## src/rtl/inst_sram_axi_bridge.sv

```systemverilog
// ============================================================================
// Module  : inst_sram_axi_bridge
// Brief   : Single-outstanding SRAM-style instruction fetch to AXI4 read bridge
// Revision: 1.0
// ============================================================================
`default_nettype none

module inst_sram_axi_bridge (
  input  logic        clk,
  input  logic        rst,
  input  logic        flush_i,
  input  logic        inst_sram_en,
  input  logic [31:0] inst_sram_addr,
  input  logic [3:0]  inst_sram_wen,
  input  logic [31:0] inst_sram_wdata,
  output logic [31:0] inst_sram_rdata,
  output logic        inst_stallreq_o,
  output logic        inst_bus_err_o,
  output logic [3:0]  arid,
  output logic [31:0] araddr,
  output logic [7:0]  arlen,
  output logic [2:0]  arsize,
  output logic [1:0]  arburst,
  output logic        arvalid,
  input  logic        arready,
  input  logic [3:0]  rid,
  input  logic [31:0] rdata,
  input  logic [1:0]  rresp,
  input  logic        rlast,
  input  logic        rvalid,
  output logic        rready
);

  localparam logic [3:0] c_ARID    = 4'h0;
  localparam logic [7:0] c_ARLEN   = 8'h00;
  localparam logic [2:0] c_ARSIZE  = 3'b010;
  localparam logic [1:0] c_ARBURST = 2'b01;

  typedef enum logic [2:0] {
    S_IDLE    = 3'd0,
    S_AR      = 3'd1,
    S_R       = 3'd2,
    S_DONE    = 3'd3,
    S_DISCARD = 3'd4
  } state_t;

  state_t      r_state;
  logic [31:0] r_addr;
  logic [31:0] r_buf;
  logic        r_err;
  logic        r_discard;
  logic        r_arvalid;
  logic        r_rready;

  logic        w_req;
  logic        w_last_beat;
  logic [31:0] w_xaddr;
  logic        w_unused;

  assign w_req       = inst_sram_en & ~flush_i;
  assign w_last_beat = rvalid & rlast;
  assign w_unused    = ^{inst_sram_wen, inst_sram_wdata, rid};

  // kseg0/kseg1 fold onto physical zero; fetches are always word aligned
  always_comb begin
    w_xaddr = inst_sram_addr;
    if (inst_sram_addr[31:29] == 3'b100 || inst_sram_addr[31:29] == 3'b101)
      w_xaddr = {3'b000, inst_sram_addr[28:0]};
    w_xaddr[1:0] = 2'b00;
  end

  always_ff @(posedge clk) begin
    if (rst) begin
      r_state   <= S_IDLE;
      r_addr    <= 32'h0;
      r_buf     <= 32'h0;
      r_err     <= 1'b0;
      r_discard <= 1'b0;
      r_arvalid <= 1'b0;
      r_rready  <= 1'b0;
    end else begin
      case (r_state)
        S_IDLE: begin
          if (w_req) begin
            r_addr    <= w_xaddr;
            r_arvalid <= 1'b1;
            r_discard <= 1'b0;
            r_state   <= S_AR;
          end
        end
        S_AR: begin
          // A flush cannot withdraw arvalid; remember to drop the response
          if (flush_i)
            r_discard <= 1'b1;
          if (r_arvalid && arready) begin
            r_arvalid <= 1'b0;
            r_rready  <= 1'b1;
            r_state   <= (flush_i || r_discard) ? S_DISCARD : S_R;
          end
        end
        S_R: begin
          if (w_last_beat) begin
            r_rready  <= 1'b0;
            r_discard <= 1'b0;
            if (flush_i || r_discard) begin
              r_state <= S_IDLE;
            end else begin
              r_buf   <= rdata;
              r_err   <= (rresp != 2'b00);
              r_state <= S_DONE;
            end
          end
        end
        S_DONE: begin
          r_state <= S_IDLE;
        end
        S_DISCARD: begin
          if (w_last_beat) begin
            r_rready  <= 1'b0;
            r_discard <= 1'b0;
            r_state   <= S_IDLE;
          end
        end
        default: begin
          r_state   <= S_IDLE;
          r_arvalid <= 1'b0;
          r_rready  <= 1'b0;
        end
      endcase
    end
  end

  assign arid    = c_ARID;
  assign arlen   = c_ARLEN;
  assign arsize  = c_ARSIZE;
  assign arburst = c_ARBURST;
  assign araddr  = r_addr;
  assign arvalid = r_arvalid;
  assign rready  = r_rready;

  assign inst_sram_rdata = r_buf;
  assign inst_bus_err_o  = (r_state == S_DONE) & r_err & ~flush_i;
  assign inst_stallreq_o = ~rst & ((r_state == S_AR) | (r_state == S_R) |
                                   (r_state == S_DISCARD) |
                                   ((r_state == S_IDLE) & w_req));

endmodule

`default_nettype wire

```

## config.mk

```make
export PLATFORM = sky130hd
export DESIGN_NAME = inst_sram_axi_bridge
export DESIGN_NICKNAME = d
export VERILOG_FILES = /design/src/rtl/inst_sram_axi_bridge.sv
export SDC_FILE = /design/constraint.sdc
export NUM_CORES = 1
export LEC_CHECK = 0
export ABC_AREA = 1
export BUFFER_PORTS_ARGS = -buffer_cell sky130_fd_sc_hd__buf_2
export CAP_MARGIN = 20
export CORE_ASPECT_RATIO = 0.5
export CORE_UTILIZATION = 45
export CTS_BUF_LIST = sky130_fd_sc_hd__clkbuf_2
export DETAILED_ROUTE_END_ITERATION = 8
export PLACE_DENSITY = 0.91
export SETUP_SLACK_MARGIN = 0.05
export SYNTH_ARGS = -nofsm -noshare
export SYNTH_HDL_FRONTEND = slang
export SYNTH_SLANG_ARGS = --single-unit
export TNS_END_PERCENT = 30
```

## constraint.sdc

```tcl
create_clock -name clk -period 2.1 [get_ports clk]
set_input_delay 0.21 -clock clk [delete_from_list [all_inputs] [get_ports clk]]
set_output_delay 0.21 -clock clk [all_outputs]
set_load 0.03 [all_outputs]
```

; After elaboration in Yosys (flattened, before gate mapping)
; Index checks and enable logic that the tools add are counted.
[word_totals]
reg_bits = 69
in_bits = 113
out_inout_bits = 85
wordCells = 65
[classes]
n_eq_ne = 12
muxes = 17
bitwise = 14
reduce_logical = 15
[ops]
columns = cell, n
row1 = $mux W32, 1
row2 = $mux W3, 5
row3 = $pmux W3 S4, 1
row4 = $ne A2 B2 Y1 const B, 5
row5 = $eq A3 B3 Y1 const B, 3
row6 = $pmux W1 S3, 3
row7 = $reduce_and A3 Y1, 3
row8 = $reduce_and A4 Y1, 2
row9 = $and A1 B1 Y1, 6
row10 = $eq A3 B2 Y1 const B, 2
row11 = $mux W1, 6
row12 = $not A1 Y1, 5
row13 = $reduce_or A2 Y1, 2
row14 = $eq A3 B1 Y1 const B, 1
row15 = $logic_not A3 Y1, 1
row16 = $or A1 B1 Y1, 3
row17 = $reduce_bool A3 Y1, 1
row18 = $reduce_or A3 Y1, 1
row19 = $logic_or A1 B1 Y1, 2
row20 = $mux W2, 1
row21 = $ne A2 B1 Y1 const B, 1
row22 = $reduce_and A2 Y1, 1
row23 = $reduce_bool A2 Y1, 1
row24 = $logic_and A1 B1 Y1, 1

; Longest topological paths before layout
; Gate-level depths: netlist (run 1).
[depth]
word_depth = 5
mapped_depth = 9
depth_no_buf = 8

; Worst setup path before layout (run 1)
; OpenSTA, ideal clock, no wires.
[synth_path]
path_type = register to output
start = reg r_state[2]
end = out inst_stallreq_o
arrival_ns = 1.156
required_ns = 1.890
path_slack_ns = 0.734
path_stages_with_launch = 6
n_path_buf = 1
path_cell_list = dfxtp_1 -> inv_2 -> buf_4 -> nand3_1 -> nand2_1 -> nor2_1
[synth_via]
elab_chain_cells = 5
word_cells_on_any_way = 9
cone_classes = eq/ne: 3 / bitwise: 5 / reduce/logical: 1
[synth_lines]
columns = element, line_no
row1 = "start, declared", 47  ; state_t r_state;
row2 = "start signal, assigned", 98  ; r_state <= (flush_i || r_discard) ? S_DISCARD : S_R;
row3 = $eq A3 B1 Y1 or $eq A3 B2 Y1 (tied branches), 143  ; assign inst_stallreq_o = ~rst & ((r_state == S_AR) | (r_state == S_R) |
row4 = $or A1 B1 Y1 (2 in series), 143
row5 = $or A1 B1 Y1 (*), 144  ; (r_state == S_DISCARD) |
row6 = $and A1 B1 Y1 (*), 143
row7 = "end, declared", 17  ; output logic inst_stallreq_o,
; Every way passes the cells marked *; elsewhere a longest branch is shown, timed or not.

; Worst setup path after layout (run 1)
[layout_path]
start = reg r_state[1]
end = reg r_err
[layout_via]
elab_chain_cells = 2
[layout_lines]
columns = element, line_no
row1 = $eq A3 B2 Y1, 82  ; case (r_state)
row2 = $reduce_and A3 Y1 (no line), -
row3 = "end signal, assigned", 109  ; r_err <= (rresp != 2'b00);
row4 = "end, declared", 50  ; logic r_err;
; No other way between the ends.
; A chain may end at the register's enable or synchronous reset.

==> flow_summary_export.csv, run 1 <==
group,metric,value,unit
outcome,outcome,"finished clean",
synthesis,synth_area_leader_cell,"dfxtp_1",
power_and_ir_drop,internal-power,1.915,mW
global_routing,grt_max_degree,50,
global_routing,grt_pass1_vias,2985,
global_routing,grt_pass1_wl,13.25,mm
synthesis,yosysWarnings,0,
synthesis,ys_seq_area_frac,0.4951,
synthesis,yosys.area.top_type_share,0.4951,
global_routing,overflow,0,
power_and_ir_drop,power_frac_clock,0.254,
worst_setup_path,setup.worst_path.start_class,"register",
clock_network,cts_root_buf,"clkbuf_2",
clock_network,h-tree-depth,3,
power_and_ir_drop,p_switching,0.9105,mW
clock_network,cts.path.max_buffers,2,
drt,drt_wl_total,8.572,mm
worst_setup_path,crit_arrival,2.37,ns
drt,wl_per_cell,13.09,um
floorplan,die_width,113.4,um
timing,rsz0062_at_grt,"false",
floorplan,start_util,0.4870,
synthesis,synth_cells,368,
clock_network,clock_latency,0.49,ns
placement,dp_hpwl,4.563,mm
final_layout,drive_gt1_frac,0.2925,
clock_network,cts_made_buffers,9,
final_layout,fin_nets,679,
power_and_ir_drop,ir_drop,0.0005770,V
synthesis,syn_avg_cell_area,7.582,um2
synthesis,synth_area_leaders,"dfxtp_1 (50%), nor2_1 (17%), o21ai_0 (11%)",
worst_setup_path,worstSetupPathType,"reg2reg",
timing,fmax,504.0,MHz
synthesis,syn_area,0.002790,mm2
worst_setup_path,cp.required,2.48,ns
worst_setup_path,end_kind,"register",
timing,setup_tns,0,ns
timing,clock_skew,0.02143,ns
floorplan,io_pins,198,
timing,setup_violations,0,
synthesis,ys_types,26,
drt,via_count,3164,
drt,drtIter0Drc,250,
drt,viasPerCell,4.831,
clock_network,numClockSinks,69,
floorplan,core,0.005729,mm2
worst_setup_path,cp_max_fo,34,
final_layout,n_antenna_cell,0,
power_and_ir_drop,seqPwrFrac,0.501,
timing,final_hold_viol_count,0,
worst_hold_path,hp-class,"in2reg",
final_layout,layout.cells.non_filler,655,
floorplan,rows,19,
placement,portBuffers,136,
drt,dr.pass1.iters,4,
power_and_ir_drop,p_leak,2.114,nW
power_and_ir_drop,p_sw_frac,0.3222,
synthesis,ys_ff_latch,69,
placement,gp_congestion,0.9582,
drt,postRouteAntennaNets,0,
timing,post-route-period-util,0.9449,
timing,whs,0.1073,ns
placement,placed_cells,569,
worst_setup_path,rrSetupSlack,0.12,ns
clock_network,cts_tree,"yes",
drt,drc,0,
global_routing,grtUsageTotal,0.2625,
power_and_ir_drop,power_density,664.4,mW/mm2
flow_run,drv_cap,0,
floorplan,die-area,0.006539,mm2
timing,min_period,1.984,ns
power_and_ir_drop,combPwrFrac,0.245,
floorplan,die_y,57.68,um
clock_network,clk_pin_slew,0.17,ns
final_layout,syn_to_final_growth,52.42,%
timing,finalMaxSlewViolations,0,
global_routing,antenna_found_initial,0,
power_and_ir_drop,finalPower,2.826,mW
final_layout,fillerInstances,399,
-- power by group through the flow --
stage / Combinational [mW] / Clock, mW / Sequential [mW]
6_report: 0.692 / 0.717 / 1.42
5_1_grt: 0.747 / 0.808 / 1.42
4_1_cts: 0.645 / 0.738 / 1.41
3_5_place_dp: 0.551 / 0 / 1.44
3_3_place_gp: 0.541 / 0 / 1.44
2_1_floorplan: 0.291 / 0 / 1.56
-- cell type report --
| type | instances | area, um2 | area share |
|---|---|---|---|
| timing repair buffer | 210 | 1446 | 0.3401 |
| sequential | 69 | 1381 | 0.3248 |
| multi-input combinational | 262 | 1156 | 0.2718 |
| tap | 84 | 105.1 | 0.02471 |
| inverter | 14 | 60.06 | 0.01412 |
| clock buffer | 10 | 50.05 | 0.01177 |
| clock inverter | 6 | 53.80 | 0.01265 |
-- registers in the layout (all words and copies together), names as in the netlist --
name / count
inst_sram_rdata: 32
araddr: 30
r_state: 3
arvalid: 1
r_discard: 1
r_err: 1
rready: 1
-- cells in the mapped netlist --
cell and number:
inv_1 10, buf_4 23, buf_6 4, nand2_1 23, nand3_2 2, o21ai_0 60
nor2_2 1, o211ai_1 1, nor3_1 2, o21ai_1 2, nand4_1 5, nor2_4 2
nand3_1 8, inv_4 1, conb_1 2, buf_1 1, a211oi_1 1, clkbuf_2 3
inv_2 3, nand2_4 1, a21oi_1 7, nand2_2 1, clkbuf_1 5, nor2_1 127
dfxtp_1 69, buf_2 4
-- kinds of logic after synthesis --
family	Yosys count	synth area share
buffers and inverters	54	0.1184
AO/OA/AOI/OAI	71	0.1291
flip-flops	69	0.4951
other	2	0.002692
AND/OR/NAND/NOR	172	0.2547
-- final timing paths --
check,from,endpoint,cells past startpoint
max reg2reg,r_state[1],r_err,6
min,arready,r_state[0],4
max,r_state[1],r_err,6
min reg2reg,rready,rready,2
-- layout by cell type (no fill, tap or decap), types with 7 or more instances in the layout --
cell type,count
a21oi_1,7
buf_2,136
clkbuf_2,10
conb_1,19
dfxtp_1,69
dlygate4sd3_1,67
inv_1,10
nand2_1,23
nand3_1,8
nor2_1,127
o21ai_0,60
-- through the flow --
step	setup WS (ns)	instance area (um2)	util
after floorplan	0.7342	2854	-
after global placement	0.5430	3407	0.5947
after detailed placement	0.4464	3407	0.5947
after CTS	0.09118	4182	0.7299
after global routing	0.02978	4253	0.7423
final	0.1158	4253	0.7423
-- layer usage --
layer,up-vias,track usage,share of wire
met4,0,0.1541,0.037
li1,1538,-,-
met2,147,0.4926,0.52
met3,36,0.08996,0.063
met1,1443,0.2596,0.38
met5,-,0,0
-- worst max-delay path, stage by stage (launching register included) --
cell and delay, ns:
dfxtp_1 0.54, nand3_2 0.15, nor2_4 0.17, nand2_8 0.17, nor3_1 0.22, dlygate4sd3_1 0.60
nor2_1 0.06
-- repair_timing --
action / in CTS / in global routing
gates resized for setup: 0 / 8
setup buffers: 0 / 2
hold endpoints to repair: 68 / 0
setup endpoints to repair: 0 / 4
hold buffers: 67 / 0
Note: power is estimated with default switching activity, not from simulation.
==> inputs of run 2 (changes only) <==
--- a/config.mk
+++ b/config.mk
@@ -9,11 +9,13 @@
 export BUFFER_PORTS_ARGS = -buffer_cell sky130_fd_sc_hd__buf_2
 export CAP_MARGIN = 20
 export CORE_ASPECT_RATIO = 0.5
+export CORE_MARGIN = 3
 export CORE_UTILIZATION = 45
 export CTS_BUF_LIST = sky130_fd_sc_hd__clkbuf_2
 export DETAILED_ROUTE_END_ITERATION = 8
 export PLACE_DENSITY = 0.91
 export SETUP_SLACK_MARGIN = 0.05
+export SLEW_MARGIN = 30
 export SYNTH_ARGS = -nofsm -noshare
 export SYNTH_HDL_FRONTEND = slang
 export SYNTH_SLANG_ARGS = --single-unit
==> run 2 against run 1 <==
  * Non-clock buffer count fell by 2
  * Largest cell class unchanged
  * Combinational power shrank 3.0%
  * Fmax is 2.9% higher
  * Global-route usage is 2.4 points lower
  * Register-to-register slack improved by 0.06 ns
  * First-iteration DRC count grew 15%
  * Worst hold slack got worse by 0.013 ns
  * Worst setup slack better by 0.057 ns
  * Clock skew increased by 0.0047 ns
==> flow_summary_export.csv, run 2 (synthesis gave the netlist of run 1 again) <==
group,metric,value,unit
worst_hold_path,hp-class,"in2reg",
floorplan,io_pins,198,
worst_setup_path,worstRegToRegCells,8,
clock_network,h-tree-depth,3,
final_layout,mostFrequentLayoutCells,"buf_2 (136), nor2_1 (127), dfxtp_1 (69)",
final_layout,layout_commonest_cell,"buf_2",
power_and_ir_drop,finalPower,2.700,mW
drt,drt-met1-wl,3.370,mm
floorplan,rows,19,
drt,drc,0,
worst_setup_path,worstSetupPathType,"reg2reg",
placement,portBuffers,136,
final_layout,largest_register_ffs,32,
placement,dp_hpwl,4.963,mm
global_routing,overflow,0,
worst_setup_path,end_kind,"register",
floorplan,core,0.005729,mm2
flow_run,drv_cap,0,
final_layout,fin_nets,677,
worst_hold_path,whs_path_depth,4,
power_and_ir_drop,p_sw_frac,0.3360,
global_routing,grt_pass1_vias,2917,
timing,setup_tns,0,ns
worst_setup_path,setup.worst_path.start_class,"register",
drt,wl_met2,4.564,mm
global_routing,grt_max_degree,49,
worst_setup_path,crit_arrival,2.38,ns
drt,wl_per_cell,13.64,um
floorplan,die_y,61.68,um
clock_network,cts_tree,"yes",
power_and_ir_drop,p_leak,2.105,nW
clock_network,numClockSinks,69,
power_and_ir_drop,seqPwrFrac,0.525,
power_and_ir_drop,p_switching,0.9070,mW
worst_setup_path,r2r_start,"r_state[0]",
worst_hold_path,worstHoldEndpoint,"r_state[1]",
timing,setup_violations,0,
power_and_ir_drop,ir_drop,0.0004265,V
power_and_ir_drop,internal-power,1.793,mW
outcome,outcome,"finished clean",
worst_setup_path,r2r_end,"araddr[29]",
worst_setup_path,cp.required,2.55,ns
final_layout,syn_to_final_growth,49.96,%
global_routing,antenna_found_initial,0,
global_routing,grt_pass1_wl,13.60,mm
power_and_ir_drop,power_density,645.2,mW/mm2
drt,drt_wl_total,8.918,mm
drt,viasPerCell,4.827,
drt,drtIter0Drc,288,
timing,clock_skew,0.02614,ns
timing,post-route-period-util,0.9179,
drt,dr.pass1.iters,5,
timing,final_hold_viol_count,0,
power_and_ir_drop,combPwrFrac,0.249,
worst_setup_path,cp_max_fo,12,
timing,finalMaxSlewViolations,0,
global_routing,grtUsageTotal,0.2383,
worst_hold_path,hold_start,"rlast",
placement,gp_congestion,0.8517,
floorplan,start_util,0.4870,
clock_network,cts_made_buffers,9,
clock_network,clock_latency,0.49,ns
clock_network,cts.path.max_buffers,2,
timing,fmax,518.8,MHz
drt,postRouteAntennaNets,0,
drt,routed-wl-met3,617,um
worst_setup_path,rrSetupSlack,0.17,ns
drt,via_count,3157,
power_and_ir_drop,power_frac_clock,0.226,
floorplan,die_width,117.4,um
drt,routed.top_layer,"met4",
clock_network,clk_pin_slew,0.18,ns
final_layout,drive_gt1_frac,0.2935,
timing,min_period,1.928,ns
clock_network,cts_root_buf,"clkbuf_2",
floorplan,die-area,0.007239,mm2
timing,rsz0062_at_grt,"false",
==> run 2: layout make-up <==
type / instances / area [um2]
timing repair buffer: 208 / 1408
sequential: 69 / 1381
multi-input combinational: 262 / 1147
inverter: 14 / 57.56
fill: 421 / 1545
antenna: 1 / 2.502
clock inverter: 5 / 27.53
clock buffer: 11 / 55.05
tap: 84 / 105.1
==> run 2: per-stage QoR <==
stage	utilization	area [um2]	cells	hold WS [ns]	setup WS (ns)
2_1_floorplan	-	2854	385	0.3449	0.7342
3_3_place_gp	0.5947	3407	569	0.4313	0.5381
3_5_place_dp	0.5947	3407	569	0.4406	0.4765
4_1_cts	0.7279	4170	653	0.06476	0.1136
5_1_grt	0.7299	4182	653	0.07626	0.06681
6_report	0.7303	4184	654	0.09433	0.1724
==> run 2: power by group through the flow <==
stage / registers, mW / clock network [mW] / logic [mW]
2_1_floorplan: 1.56 / 0 / 0.291
3_3_place_gp: 1.44 / 0 / 0.543
3_5_place_dp: 1.44 / 0 / 0.550
4_1_cts: 1.41 / 0.632 / 0.648
5_1_grt: 1.43 / 0.694 / 0.730
6_report: 1.42 / 0.611 / 0.671
==> run 2: critical path, stage by stage (launching register included) <==
cell	delay [ns]
dfxtp_1	0.34
buf_4	0.16
nor2_4	0.16
nand2_2	0.10
nor2_4	0.16
buf_4	0.20
o211ai_1	0.11
a21oi_1	0.13
dlygate4sd3_1	0.56
==> run 2: metal layers <==
metal | global-route usage | up-vias
met5 | 0 | -
met4 | 0.1436 | 0
met3 | 0.07615 | 41
met2 | 0.4623 | 152
met1 | 0.2374 | 1436
li1 | - | 1528
==> run 2: repair_timing <==
item                       in CTS  in global routing
hold buffers                   68                  0
buffers inserted                0                  0
hold endpoints to repair       67                  0
gates resized for setup         0                  4
setup endpoints to repair       0                  3
==> run 2: how the worst max path moves through the flow <==
| stage | from | to | slack (ns) |
|---|---|---|---|
| final | r_state[0] | araddr[29] | 0.17 |
| after detailed placement | r_state[2] | r_err | 0.48 |
| after global placement | r_state[1] | r_err | 0.54 |
| after global routing | r_state[0] | araddr[29] | 0.07 |
| after floorplan | r_state[2] | inst_stallreq_o | 0.73 |
| after CTS | r_state[1] | araddr[29] | 0.11 |
